### config.mk
export PLATFORM = sky130hd
export DESIGN_NAME = div32_seq
export DESIGN_NICKNAME = d
export VERILOG_FILES = /design/src/rtl/div32_seq.sv
export SDC_FILE = /design/constraint.sdc
export NUM_CORES = 1
export LEC_CHECK = 0
export CAP_MARGIN = 10
export CELL_PAD_IN_SITES_DETAIL_PLACEMENT = 0
export CELL_PAD_IN_SITES_GLOBAL_PLACEMENT = 1
export CORE_ASPECT_RATIO = 2
export CORE_MARGIN = 2
export CORE_UTILIZATION = 40
export CTS_CLUSTER_SIZE = 20
export DETAILED_ROUTE_END_ITERATION = 6
export PLACE_DENSITY_LB_ADDON = 0.1
export SLEW_MARGIN = 40
export SYNTH_ARGS = -nofsm -noshare
export SYNTH_HDL_FRONTEND = slang
export SYNTH_SLANG_ARGS = --single-unit
export TNS_END_PERCENT = 5
### constraint.sdc
create_clock -name clk -period 8.1 [get_ports clk]
set_clock_uncertainty 0.05 [all_clocks]
set_input_delay 0.81 -clock clk [delete_from_list [all_inputs] [get_ports clk]]
set_output_delay 0.81 -clock clk [all_outputs]
set_load 0.005 [all_outputs]
### src/rtl/div32_seq.sv
// ----------------------------------------------------------------------------
// div32_seq
//   Multicycle signed 32-bit divider for the ALU DIV operation. Operands are
//   converted to magnitudes, divided with a 32-iteration restoring
//   shift-subtract loop, and the signs are re-applied at the end. The quotient
//   goes to LO and the remainder to HI. Division truncates toward zero, and
//   the remainder takes the sign of the dividend.
//
//   Latency: 34 cycles from the accepting edge to valid results.
//   Throughput: 35 cycles when operations are issued back to back.
//
// Ports
//   clk          in   rising-edge clock
//   reset        in   asynchronous active-high reset
//   start        in   request a divide (sampled only while idle)
//   dividend     in   [31:0] signed dividend, captured on the accepting edge
//   divisor      in   [31:0] signed divisor, captured on the accepting edge
//   busy         out  high while an operation is in flight
//   done         out  one-cycle pulse; results are valid from this cycle
//   quotient     out  [31:0] signed quotient (LO)
//   remainder    out  [31:0] signed remainder (HI)
//   div_by_zero  out  set with done when the divisor was 0; held until the
//                     next completion
// ----------------------------------------------------------------------------
module div32_seq (
    input  logic        clk,
    input  logic        reset,
    input  logic        start,
    input  logic [31:0] dividend,
    input  logic [31:0] divisor,
    output logic        busy,
    output logic        done,
    output logic [31:0] quotient,
    output logic [31:0] remainder,
    output logic        div_by_zero
);

    typedef enum logic [1:0] {
        S_IDLE,
        S_SETUP,
        S_ITER,
        S_FIX
    } state_t;

    state_t      r_state;
    logic [31:0] r_dividend;
    logic [31:0] r_divisor;
    logic        r_sign_q;
    logic        r_sign_r;
    logic        r_zero;
    logic [31:0] r_mag_b;
    logic [31:0] r_rem;
    logic [31:0] r_q;
    logic [4:0]  r_count;
    logic        r_busy;
    logic        r_done;
    logic [31:0] r_quotient;
    logic [31:0] r_remainder;
    logic        r_div_by_zero;

    logic [31:0] w_mag_a;
    logic [31:0] w_mag_b;
    logic [32:0] w_shift;
    logic [32:0] w_trial;
    logic [31:0] w_quot_fix;
    logic [31:0] w_rem_fix;

    // The partial remainder is always below the divisor magnitude (at most
    // 2^31), so its top bit is never needed between iterations. It only
    // becomes significant after the shift, which is why w_shift is 33 bits
    // while r_rem is stored in 32 bits.
    always_comb begin
        w_mag_a    = r_dividend[31] ? (~r_dividend + 32'd1) : r_dividend;
        w_mag_b    = r_divisor[31]  ? (~r_divisor  + 32'd1) : r_divisor;
        w_shift    = {r_rem, r_q[31]};
        w_trial    = w_shift - {1'b0, r_mag_b};
        w_quot_fix = r_sign_q ? (~r_q + 32'd1) : r_q;
        w_rem_fix  = r_sign_r ? (~r_rem + 32'd1) : r_rem;
    end

    always_ff @(posedge clk or posedge reset) begin
        if (reset) begin
            r_state       <= S_IDLE;
            r_dividend    <= '0;
            r_divisor     <= '0;
            r_sign_q      <= 1'b0;
            r_sign_r      <= 1'b0;
            r_zero        <= 1'b0;
            r_mag_b       <= '0;
            r_rem         <= '0;
            r_q           <= '0;
            r_count       <= '0;
            r_busy        <= 1'b0;
            r_done        <= 1'b0;
            r_quotient    <= '0;
            r_remainder   <= '0;
            r_div_by_zero <= 1'b0;
        end else begin
            r_done <= 1'b0;
            case (r_state)
                S_IDLE: begin
                    if (start) begin
                        r_dividend <= dividend;
                        r_divisor  <= divisor;
                        r_sign_q   <= dividend[31] ^ divisor[31];
                        r_sign_r   <= dividend[31];
                        r_busy     <= 1'b1;
                        r_state    <= S_SETUP;
                    end
                end
                S_SETUP: begin
                    r_mag_b <= w_mag_b;
                    r_q     <= w_mag_a;
                    r_rem   <= '0;
                    r_count <= '0;
                    r_zero  <= (r_divisor == '0);
                    r_state <= S_ITER;
                end
                S_ITER: begin
                    // A negative trial result means the subtraction does
                    // not fit, so keep the shifted remainder and shift in 0.
                    if (w_trial[32]) begin
                        r_rem <= w_shift[31:0];
                        r_q   <= {r_q[30:0], 1'b0};
                    end else begin
                        r_rem <= w_trial[31:0];
                        r_q   <= {r_q[30:0], 1'b1};
                    end
                    r_count <= r_count + 5'd1;
                    if (r_count == 5'd31) begin
                        r_state <= S_FIX;
                    end
                end
                S_FIX: begin
                    if (r_zero) begin
                        r_quotient    <= '1;
                        r_remainder   <= r_dividend;
                        r_div_by_zero <= 1'b1;
                    end else begin
                        r_quotient    <= w_quot_fix;
                        r_remainder   <= w_rem_fix;
                        r_div_by_zero <= 1'b0;
                    end
                    r_done  <= 1'b1;
                    r_busy  <= 1'b0;
                    r_state <= S_IDLE;
                end
                default: begin
                    r_state <= S_IDLE;
                end
            endcase
        end
    end

    assign busy        = r_busy;
    assign done        = r_done;
    assign quotient    = r_quotient;
    assign remainder   = r_remainder;
    assign div_by_zero = r_div_by_zero;

endmodule
==> summary.txt, run 1 <==
Flow run
  • Max Cap Violations: 0

Layout
  • # diodes: 0
  • Fin nets: 1640
  • Most common cell after layout, fill and taps aside: dfrtp_1
  • Most frequent cells in the layout: dfrtp_1, clkdlybuf4s50_1, nand2_1
  • Layout cells sized above 1: 12.6%
  • Synth-to-Final Area Change: 18.6%
  • Filler Cells Inserted: 3366

Yosys
  • Dominant synthesized flop cell: dfrtp_1
  • Area share of the largest cell type after synthesis: 42.9%
  • Fraction of registers with async set/reset: 100%
  • Yosys reg bits: 236
  • EDFF count, synth: 0
  • Synth area leader: dfrtp_1
  • Mapped Nets: 1540
  • Ys Warns: 0
  • Synth unique cells: 59
  • Seq/Total Area, Yosys: 42.9%
  • Most area-consuming cells after synthesis: dfrtp_1, mux2_2, xnor2_1
  • Post-synthesis cell area: 13800 um2
  • Syn Area/Cell: 9.62 um2
  • Gate Count Post-Synth: 1430

Floorplanning
  • IO Pins: 134
  • Full die area: 36000 um2
  • Core Box Area: 34100 um2
  • Num rows: 96
  • Initial Utilization: 40.3%
  • Chip width: 135 um
  • Die Span Y: 266 um

Placed design
  • I/O Buffers: 133
  • Post-DP HPWL: 26300 um
  • Post-Place Setup Slack: 4.17 ns
  • Gp weighted congestion: 0.859

Critical path
  • Worst setup path start: r_q[31]
  • Worst-path maximum fanout: 55
  • Crit end category: register
  • Reg-to-reg startpoint: r_q[31]
  • Arrival time worst endpoint: 4.27 ns
  • Critical Path RT: 8.48 ns
  • Critical path class: reg -> reg
  • Startpoint Class: register

GRT
  • Met2 Track Usage GR: 39.5%
  • GR Util met3: 1.88%
  • First-pass GRT wire length: 57200 um
  • Vias in the first global route: 10800
  • Initial antenna violation count: 0
  • All-Layer GR Usage: 20.0%
  • Most Crowded Layer GR: met2
  • Total grt overflow: 0
  • Met1 Use GR: 21.2%
  • Largest net degree at the start of global routing: 85

Routing
  • WL/cell: 17.9 um
  • Residual DRC: 0
  • Drt first pass iters: 5
  • First DRT Iteration DRCs: 422
  • Drt via density: 5.25
  • Vias: 10400
  • Routed Antenna Nets: 0
  • Routed WL: 35600 um

Clock tree
  • Sink Count: 236
  • Post-CTS sizing: 0
  • CTS root buf: clkbuf_16
  • Longest Clk Path Bufs: 3
  • Latest clock arrival within the worst-skew pair: 0.54 ns
  • CTS tree: done
  • Setup Fix Bufs, Post-CTS: 0
  • CTS H-Tree Depth: 1
  • Hold Buf Count CTS: 0
  • Clock buffer count from CTS: 25
  • Worst-path clk slew: 0.07 ns

Hold path
  • Hold Startpoint: r_count[3]
  • Tightest Hold Check Type: reg -> reg

Power
  • Pwr dens: 374 nW/um2
  • Leak: 6.92 nW
  • Peak supply drop: 265 uV

STA
  • Post-route setup slack: 4.21 ns
  • Least-Margin Pin Slew: 0.876 ns
  • Min Tclk post-route: 3.89 ns
  • Max-slew violation count: 0
  • Max-slew headroom: 41.2%
  • FMAX: 0.257 GHz
  • Tcrit/Tclk final: 48.0%
  • Final hold vios: 0
  • Setup_tns: 0 ns
  • Fin Hold WS: 0.431 ns
  • Setup violators final: 0
  • RSZ-0062 raised after global routing: no

Status
  • Status: complete, no violations
## stage by stage
step | total power, W | area [um2] | util (%) | cells
5_1_grt | 0.00662 | 16300 | 47.8 | 1990
6_report | 0.00611 | 16300 | 47.8 | 1990
3_3_place_gp | 0.00496 | 15500 | 45.4 | 1944
4_1_cts | 0.00621 | 16300 | 47.8 | 1990
2_1_floorplan | 0.00413 | 13800 | - | 1430
3_5_place_dp | 0.00501 | 15500 | 45.4 | 1944
## cells in the mapped netlist, types with 3 or more instances
| cell type | instances |
|---|---|
| xor2_1 | 65 |
| nor2_1 | 77 |
| o22ai_1 | 36 |
| buf_1 | 5 |
| a21oi_1 | 87 |
| or3_1 | 4 |
| or4_1 | 11 |
| o21ai_0 | 118 |
| o211ai_1 | 5 |
| nand2b_1 | 15 |
| o21bai_1 | 4 |
| and3_1 | 4 |
| o31ai_1 | 36 |
| o21a_1 | 5 |
| mux2i_1 | 17 |
| o41ai_2 | 3 |
| o221ai_1 | 3 |
| mux2_2 | 117 |
| xnor2_1 | 79 |
| a21o_1 | 13 |
| nor4_1 | 9 |
| or2_2 | 3 |
| nand3_1 | 18 |
| nand2_1 | 130 |
| a31oi_1 | 6 |
| a21boi_0 | 3 |
| ha_1 | 42 |
| dfrtp_1 | 236 |
| clkbuf_1 | 65 |
| nor2b_1 | 5 |
| nor3_1 | 11 |
| inv_1 | 100 |
| nand4_1 | 14 |
| o31a_1 | 4 |
| o41ai_1 | 17 |
| o22a_1 | 32 |
## area by class of cell
type | count | area (um2) | area share, %
multi-input cells | 1021 | 7220 | 44.3
flip-flops and latches | 236 | 5910 | 36.2
repair buffers | 145 | 1440 | 8.80
clock buffers | 35 | 703 | 4.31
well taps | 441 | 552 | 3.38
inverters | 101 | 387 | 2.37
clock inverters | 11 | 113 | 0.690
## logic make-up after synthesis
group,after synthesis,share of synthesized area [%]
AOI/OAI and AO/OA,384,17.7
xor gates and xnor gates,144,9.17
adders and majority gates,43,3.97
buffers and inverters,173,4.74
DFF,236,42.9
muxes,134,10.8
and+or+nand+nor,316,10.7
## worst max-delay path, stage by stage (launching register included)
cell and delay [ns]:
dfrtp_1 0.35, inv_1 0.08, ha_1 0.22, fa_1 0.41, nand2b_1 0.18, a21oi_1 0.19, o21a_1 0.19, a31oi_1 0.26
o311ai_0 0.64, o211ai_4 0.13, buf_4 0.34, or2_2 0.39, o311ai_0 0.33
## report_power, final
group / switching (W) / internal, W / leakage [nW]
Clock: 0.000490 / 0.000671 / 0.409
Combinational: 0.00137 / 0.00139 / 3.62
Sequential: 0.000523 / 0.00167 / 2.90
Total: 0.00239 / 0.00372 / 6.92
## flip-flops by register name (all words and copies together), names as in the netlist
signal       flops
div_by_zero      1
r_divisor       32
r_count          5
done             1
r_sign_q         1
r_q             32
r_mag_b         32
r_state          2
remainder       32
busy             1
r_zero           1
r_rem           32
r_dividend      32
quotient        32
## worst paths after layout
path	to	cells after the start	slack, ns
worst min register to register	r_count[3]	1	0.43
worst max register to register	r_rem[30]	12	4.21
min in group asynchronous	quotient[26]	2	0.69
worst min-delay path	r_count[3]	1	0.43
worst max-delay path	r_rem[30]	12	4.21
max in group asynchronous	r_divisor[31]	3	6.14
## metal layers
layer,vias to the layer above,share of wire [%]
met5,-,0
met4,0,3.9
met3,55,2.6
met2,163,56
met1,4948,38
li1,5275,-
(Power assumes the default switching activity.)
==> run 2: changes to the inputs <==
==> constraint.sdc (replaced) <==
create_clock -name clk -period 3.2 [get_ports clk]
set_clock_uncertainty 0.05 [all_clocks]
set_input_delay 0.32 -clock clk [delete_from_list [all_inputs] [get_ports clk]]
set_output_delay 0.32 -clock clk [all_outputs]
set_load 0.005 [all_outputs]
==> run 2 against run 1 <==
Core utilization grew 2.1 points. Hold slack lost 0.34 ns. Clock power grew to 2.6 times the previous value. Global-route usage grew 0.47 points. Sequential share of layout area shrank 1.5 points. Total power grew to 2.6 times the previous value. Largest cell class unchanged.
==> summary.txt, run 2 (synthesized netlist as in run 1, its figures left out) <==
Power
  • Sequential Power Share: 35.1% (-0.8 points)
  • Switching share of power: 38.5% (-0.58 points)
  • Comb power frac: 46.2% (+1.1 points)
  • Net Switching: 0.00607 W (+150%)
  • Power share of the clock group: 18.7% (-0.3 points)
  • Leak: 7.32 nW (+5.7%)
  • Cell-internal power: 0.00971 W (+160%)
  • Design Power: 0.0158 W (+160%)
  • Peak supply drop: 576 uV (+120%)
  • Pwr dens: 927 nW/um2 (+150%)

STA
  • Least-Margin Pin Slew: 0.661 ns (-0.214 ns)
  • Min Tclk post-route: 3.14 ns (-0.747 ns)
  • FMAX: 0.319 GHz (+24%)
  • Setup violators final: 0 (unchanged)
  • Tcrit/Tclk final: 98.1% (+50 points)
  • Setup_tns: 0 ns (unchanged)
  • Max-slew headroom: 55.9% (+15 points)
  • Final hold vios: 0 (unchanged)
  • Max-slew violation count: 0 (unchanged)

Critical path
  • Crit-path cells: buf_4 -> or4_4 -> or3_4 -> or2_2 -> nor2_1 -> nand2_1 -> o31ai_2 -> xnor2_1 -> o21ai_0 -> mux2_2
  • Critical path class: reg -> reg
  • Worst path slowest cell: or4_4
  • Arrival time worst endpoint: 3.52 ns (-0.75 ns)
  • Critical path buffer and inverter count: 1 (-1)
  • Max incr delay on CP: 0.57 ns (-0.07 ns)
  • Critical Path RT: 3.58 ns (-4.90 ns)
  • Startpoint Class: register
  • Worst-path maximum fanout: 6 (-89%)
  • Reg-to-reg startpoint: r_rem[6]
  • Crit end category: register
  • CP top delay family: simple AND/OR/NAND/NOR gates
  • Reg2Reg Depth: 10 (-2)
  • FF-to-FF setup slack: 0.06 ns (-4.15 ns)
  • Crit Reg-Reg Endpoint: remainder[24]

Routing
  • WL/cell: 18.2 um (+2.0%)
  • Routed Antenna Nets: 0 (unchanged)
  • Vias: 10800 (+3.9%)
  • Drt first pass iters: 4 (-1)
  • Residual DRC: 0 (unchanged)
  • Routed WL: 37400 um (+5.1%)
  • First DRT Iteration DRCs: 413 (-2.1%)
  • Drt via density: 5.29 (+0.84%)

Layout
  • Most frequent cells in the layout: dfrtp_1, clkdlybuf4s50_1, nand2_1
  • Fin nets: 1704 (+3.9%)
  • Layout Utilization: 49.9% (+2.1 points)
  • Final Cell Area: 17000 um2 (+4.3%)
  • Layout cells sized above 1: 16.5% (+3.9 points)
  • Most common cell after layout, fill and taps aside: dfrtp_1
  • Synth-to-Final Area Change: 23.8%
  • Filler Cells Inserted: 3266 (-3.0%)
  • # diodes: 0 (unchanged)

Clock tree
  • Longest Clk Path Bufs: 3 (unchanged)
  • Latest clock arrival within the worst-skew pair: 0.54 ns (about the same)
  • Sink Count: 236 (unchanged)
  • Clock buffer count from CTS: 25 (unchanged)
  • CTS root buf: clkbuf_16
  • CTS H-Tree Depth: 1 (unchanged)
  • Worst-path clk slew: 0.06 ns (about the same)
  • CTS tree: done

GRT
  • First-pass GRT wire length: 58400 um (+2.0%)
  • Largest net degree at the start of global routing: 86 (+1.2%)
  • Total grt overflow: 0 (unchanged)
  • Vias in the first global route: 11000 (+1.1%)
  • Initial antenna violation count: 0 (unchanged)
  • All-Layer GR Usage: 20.5% (+0.47 points)

Floorplanning
  • Chip width: 135 um (unchanged)
  • Num rows: 96 (unchanged)
  • Full die area: 36000 um2 (unchanged)
  • IO Pins: 134 (unchanged)
  • Core Box Area: 34100 um2 (unchanged)
  • Initial Utilization: 40.3% (unchanged)
  • Die Span Y: 266 um (unchanged)

Placed design
  • Post-DP HPWL: 28300 um (+7.5%)
  • I/O Buffers: 133 (unchanged)
  • Gp weighted congestion: 0.871 (+1.4%)
  • Dpl cell area: 16000 um2 (+3.4%)

Flow run
  • Max Cap Violations: 0 (unchanged)

Hold path
  • Tightest Hold Check Type: in -> async

Status
  • Status: complete, no violations
-- run 2: changes by cell type in the layout (fill, tap and decap cells not counted), moves of 3 or more --
cell	change
buf_4	+54
buf_12	+9
clkbuf_8	+7
clkbuf_1	-5
clkbuf_16	+3
clkinv_2	-3
-- run 2: how the worst max path moves through the flow --
stage                           from            end  slack [ns]  cells past startpoint
after global routing       r_rem[27]      r_rem[30]       -0.04                     11
after global placement       r_q[31]      r_rem[30]       -0.09                     11
after CTS                    r_q[31]      r_rem[30]      0.0002                     11
after floorplan                reset           busy       -0.26                      1
after detailed placement  r_mag_b[0]      r_rem[30]       -0.14                     10
final                       r_rem[6]  remainder[24]        0.06                     10
-- run 2: power by group through the flow --
stage / clock, W / sequential [W] / combinational [W]
final: 0.00296 / 0.00554 / 0.00729
after global routing: 0.00316 / 0.00574 / 0.00816
after CTS: 0.00305 / 0.00554 / 0.00738
after detailed placement: 0 / 0.00560 / 0.00736
after global placement: 0 / 0.00556 / 0.00727
after floorplan: 0 / 0.00519 / 0.00525
-- run 2: metrics by stage --
stage               hold slack, ns  instances  setup WS, ns
global placement             0.411       2001       -0.0947
global route                 0.109       2050       -0.0353
detailed placement           0.421       2002        -0.143
CTS                         0.0808       2044      0.000248
finish                      0.0862       2050        0.0606
floorplan                    0.394       1430        -0.262
-- run 2: repair_timing --
| item | CTS | global route |
|---|---|---|
| cloned | 0 | 5 |
| gates resized for setup | 1 | 11 |
| hold buffers | 0 | 0 |
| hold endpoints to repair | 0 | 0 |
| setup endpoints to repair | 33 | 34 |
| pin swaps | 0 | 4 |
| setup buffers | 0 | 1 |
-- run 2: metal layers --
metal | GRT usage [%] | up-vias | routed length (um)
met4 | 7.35 | 0 | 1270
met5 | 0 | - | 0
li1 | - | 5392 | -
met2 | 41.1 | 184 | 21600
met1 | 21.6 | 5207 | 13500
met3 | 1.86 | 63 | 979
-- run 2: worst register-to-register path: cells and delay by family (launching register included) --
kind / cells / cell delay [ns]
muxes: 1 / 0.30
buffers and inverters: 1 / 0.16
and+or+nand+nor: 5 / 1.63
AOI/OAI and AO/OA: 2 / 0.36
DFF: 1 / 0.39
xor gates and xnor gates: 1 / 0.15
-- run 2: layout make-up --
cell class	count	area, um2	area share [%]
clock inverter	5	50.0	0.294
tap	441	552	3.24
multi-input combinational	1021	7280	42.7
timing repair buffer	209	2070	12.2
clock buffer	37	781	4.59
inverter	101	383	2.25
sequential	236	5910	34.7
==> run 3: changes to the inputs <==
==> constraint.sdc (replaced) <==
create_clock -name clk -period 4 [get_ports clk]
set_clock_uncertainty 0.05 [all_clocks]
set_input_delay 0.4 -clock clk [delete_from_list [all_inputs] [get_ports clk]]
set_output_delay 0.4 -clock clk [all_outputs]
set_load 0.005 [all_outputs]
==> run 3 against run 2 <==
Die area unchanged. First-iteration DRC count decreased by 13%. Sequential power decreased by 20%. Routed wire length decreased by 6.3%. Core utilization decreased by 1.8 points. Setup slack improved by 0.39 ns. Cell area decreased by 3.5%. Sequential share of layout area increased by 1.3 points. Sequential cell count unchanged. Count of clock-buffer cells in the layout unchanged. Fmax decreased by 12%. Register-to-register slack improved by 0.39 ns.
==> summary.txt, run 3 (synthesized netlist as in run 1, its figures left out) <==
Power
  • Net Switching: 0.00478 W (-21%)
  • Cell-internal power: 0.00755 W (-22%)
  • Peak supply drop: 387 uV (-33%)
  • Comb power frac: 45.5% (-0.7 points)
  • Leak: 6.97 nW (-4.7%)
  • Sequential Power Share: 36.1% (+1.0 points)
  • Power share of the clock group: 18.4% (-0.3 points)
  • Switching share of power: 38.7% (+0.27 points)
  • Pwr dens: 751 nW/um2 (-19%)

Clock tree
  • Post-CTS sizing: 0 (-1)
  • CTS tree: done
  • Longest Clk Path Bufs: 3 (unchanged)
  • CTS H-Tree Depth: 1 (unchanged)
  • CTS root buf: clkbuf_16
  • Worst-path clk slew: 0.07 ns (about the same)
  • Setup Fix Bufs, Post-CTS: 0 (unchanged)
  • Sink Count: 236 (unchanged)
  • Clock buffer count from CTS: 24 (-4.0%)
  • Hold Buf Count CTS: 0 (unchanged)
  • Latest clock arrival within the worst-skew pair: 0.54 ns (about the same)

Critical path
  • Startpoint Class: register
  • Worst-path maximum fanout: 4 (-2)
  • Critical path class: reg -> reg
  • Crit end category: register
  • Critical Path RT: 4.37 ns (+0.79 ns)
  • Arrival time worst endpoint: 3.92 ns (+0.40 ns)
  • FF-to-FF setup slack: 0.45 ns (+0.39 ns)

STA
  • Post-route setup slack: 0.451 ns (+0.390 ns)
  • Setup violators final: 0 (unchanged)
  • Max-slew violation count: 0 (unchanged)
  • Setup_tns: 0 ns (unchanged)
  • Tcrit/Tclk final: 88.7% (-9.4 points)
  • RSZ-0062 raised after global routing: no
  • FMAX: 0.282 GHz (-12%)
  • Min Tclk post-route: 3.55 ns (+0.410 ns)
  • Least-Margin Pin Slew: 0.693 ns (+0.0320 ns)
  • Max-slew headroom: 53.8% (-2.1 points)
  • Final hold vios: 0 (unchanged)

Routing
  • Vias: 10500 (-3.0%)
  • First DRT Iteration DRCs: 359 (-13%)
  • Routed WL: 35000 um (-6.3%)
  • WL/cell: 17.5 um (-3.8%)
  • Drt first pass iters: 4 (unchanged)
  • Residual DRC: 0 (unchanged)
  • Routed Antenna Nets: 0 (unchanged)
  • Drt via density: 5.27 (-0.42%)

Layout
  • Layout cells sized above 1: 13.0% (-3.6 points)
  • Fin nets: 1649 (-3.2%)
  • Most common cell after layout, fill and taps aside: dfrtp_1
  • Most frequent cells in the layout: dfrtp_1, clkdlybuf4s50_1, nand2_1
  • Synth-to-Final Area Change: 19.4%
  • Filler Cells Inserted: 3384 (+3.6%)
  • # diodes: 0 (unchanged)

Status
  • Status: complete, no violations

Floorplanning
  • Chip width: 135 um (unchanged)
  • Full die area: 36000 um2 (unchanged)
  • Die Span Y: 266 um (unchanged)
  • Core Box Area: 34100 um2 (unchanged)
  • IO Pins: 134 (unchanged)
  • Initial Utilization: 40.3% (unchanged)
  • Num rows: 96 (unchanged)

Placed design
  • Gp weighted congestion: 0.862 (-1.1%)
  • Post-DP HPWL: 26200 um (-7.2%)
  • I/O Buffers: 133 (unchanged)
  • Post-Place Setup Slack: 0.386 ns (+0.529 ns)

GRT
  • Initial antenna violation count: 0 (unchanged)
  • All-Layer GR Usage: 19.9% (-0.63 points)
  • Vias in the first global route: 10600 (-3.4%)
  • Total grt overflow: 0 (unchanged)
  • First-pass GRT wire length: 56800 um (-2.7%)
  • Largest net degree at the start of global routing: 138 (+60%)

Flow run
  • Max Cap Violations: 0 (unchanged)

Hold path
  • Tightest Hold Check Type: in -> async
[run 3: changes by cell type in the layout (fill, tap and decap cells not counted), sizes merged]
cell,delta
buf,-51
clkbuf,-3
clkinv,+1
[run 3: worst max-delay path, cell delays in order (launching register included)]
cell and delay (ns):
dfrtp_1 0.35, inv_1 0.12, ha_1 0.24, fa_1 0.40, nand2b_1 0.18, a21oi_1 0.20
o21a_1 0.19, a31oi_1 0.18, o311ai_0 0.61, o211ai_4 0.19, or2_2 0.36, o311ai_0 0.36
[run 3: final timing paths]
kind,start,cells past startpoint,to
setup / recovery,r_q[31],11,r_rem[30]
hold / removal,reset,3,quotient[30]
setup reg to reg,r_q[31],11,r_rem[30]
hold reg to reg,quotient[12],1,quotient[12]
max in group asynchronous,reset,4,remainder[8]
min in group clk,divisor[29],2,r_divisor[29]
[run 3: area by class of cell]
| cell class | instances | area, um2 | share of cell area (%) |
|---|---|---|---|
| Clock inverter | 6 | 55.1 | 0.335 |
| Tap cell | 441 | 552 | 3.36 |
| Inverter | 101 | 383 | 2.33 |
| Timing Repair Buffer | 155 | 1570 | 9.56 |
| Sequential cell | 236 | 5910 | 36.0 |
| Clock buffer | 37 | 731 | 4.45 |
| Multi-Input combinational cell | 1021 | 7220 | 44.0 |
[run 3: power by group through the flow]
| stage | logic (W) | registers (W) | clock network, W |
|---|---|---|---|
| final | 0.00561 | 0.00445 | 0.00227 |
| after global placement | 0.00564 | 0.00447 | 0 |
| after global routing | 0.00629 | 0.00463 | 0.00245 |
| after CTS | 0.00571 | 0.00446 | 0.00235 |
| after floorplan | 0.00420 | 0.00415 | 0 |
| after detailed placement | 0.00569 | 0.00451 | 0 |
[run 3: layer usage]
layer  vias to the layer above  track usage (%)  part of all wire (%)
met5                         -                0                     0
met4                         0             7.66                   3.7
met3                        58             1.92                   2.9
met2                       171             38.5                    55
met1                      5008             21.8                    38
li1                       5284                -                     -
[run 3: through the flow]
step           cells  hold slack (ns)  power [W]  area [um2]  utilization (%)
4_1_cts         1996            0.382     0.0125       16400             48.0
3_5_place_dp    1953            0.438     0.0102       15600             45.7
2_1_floorplan   1430            0.394    0.00836       13800                -
3_3_place_gp    1953            0.432     0.0101       15600             45.7
6_report        1997            0.319     0.0123       16400             48.1
5_1_grt         1997            0.350     0.0134       16400             48.1
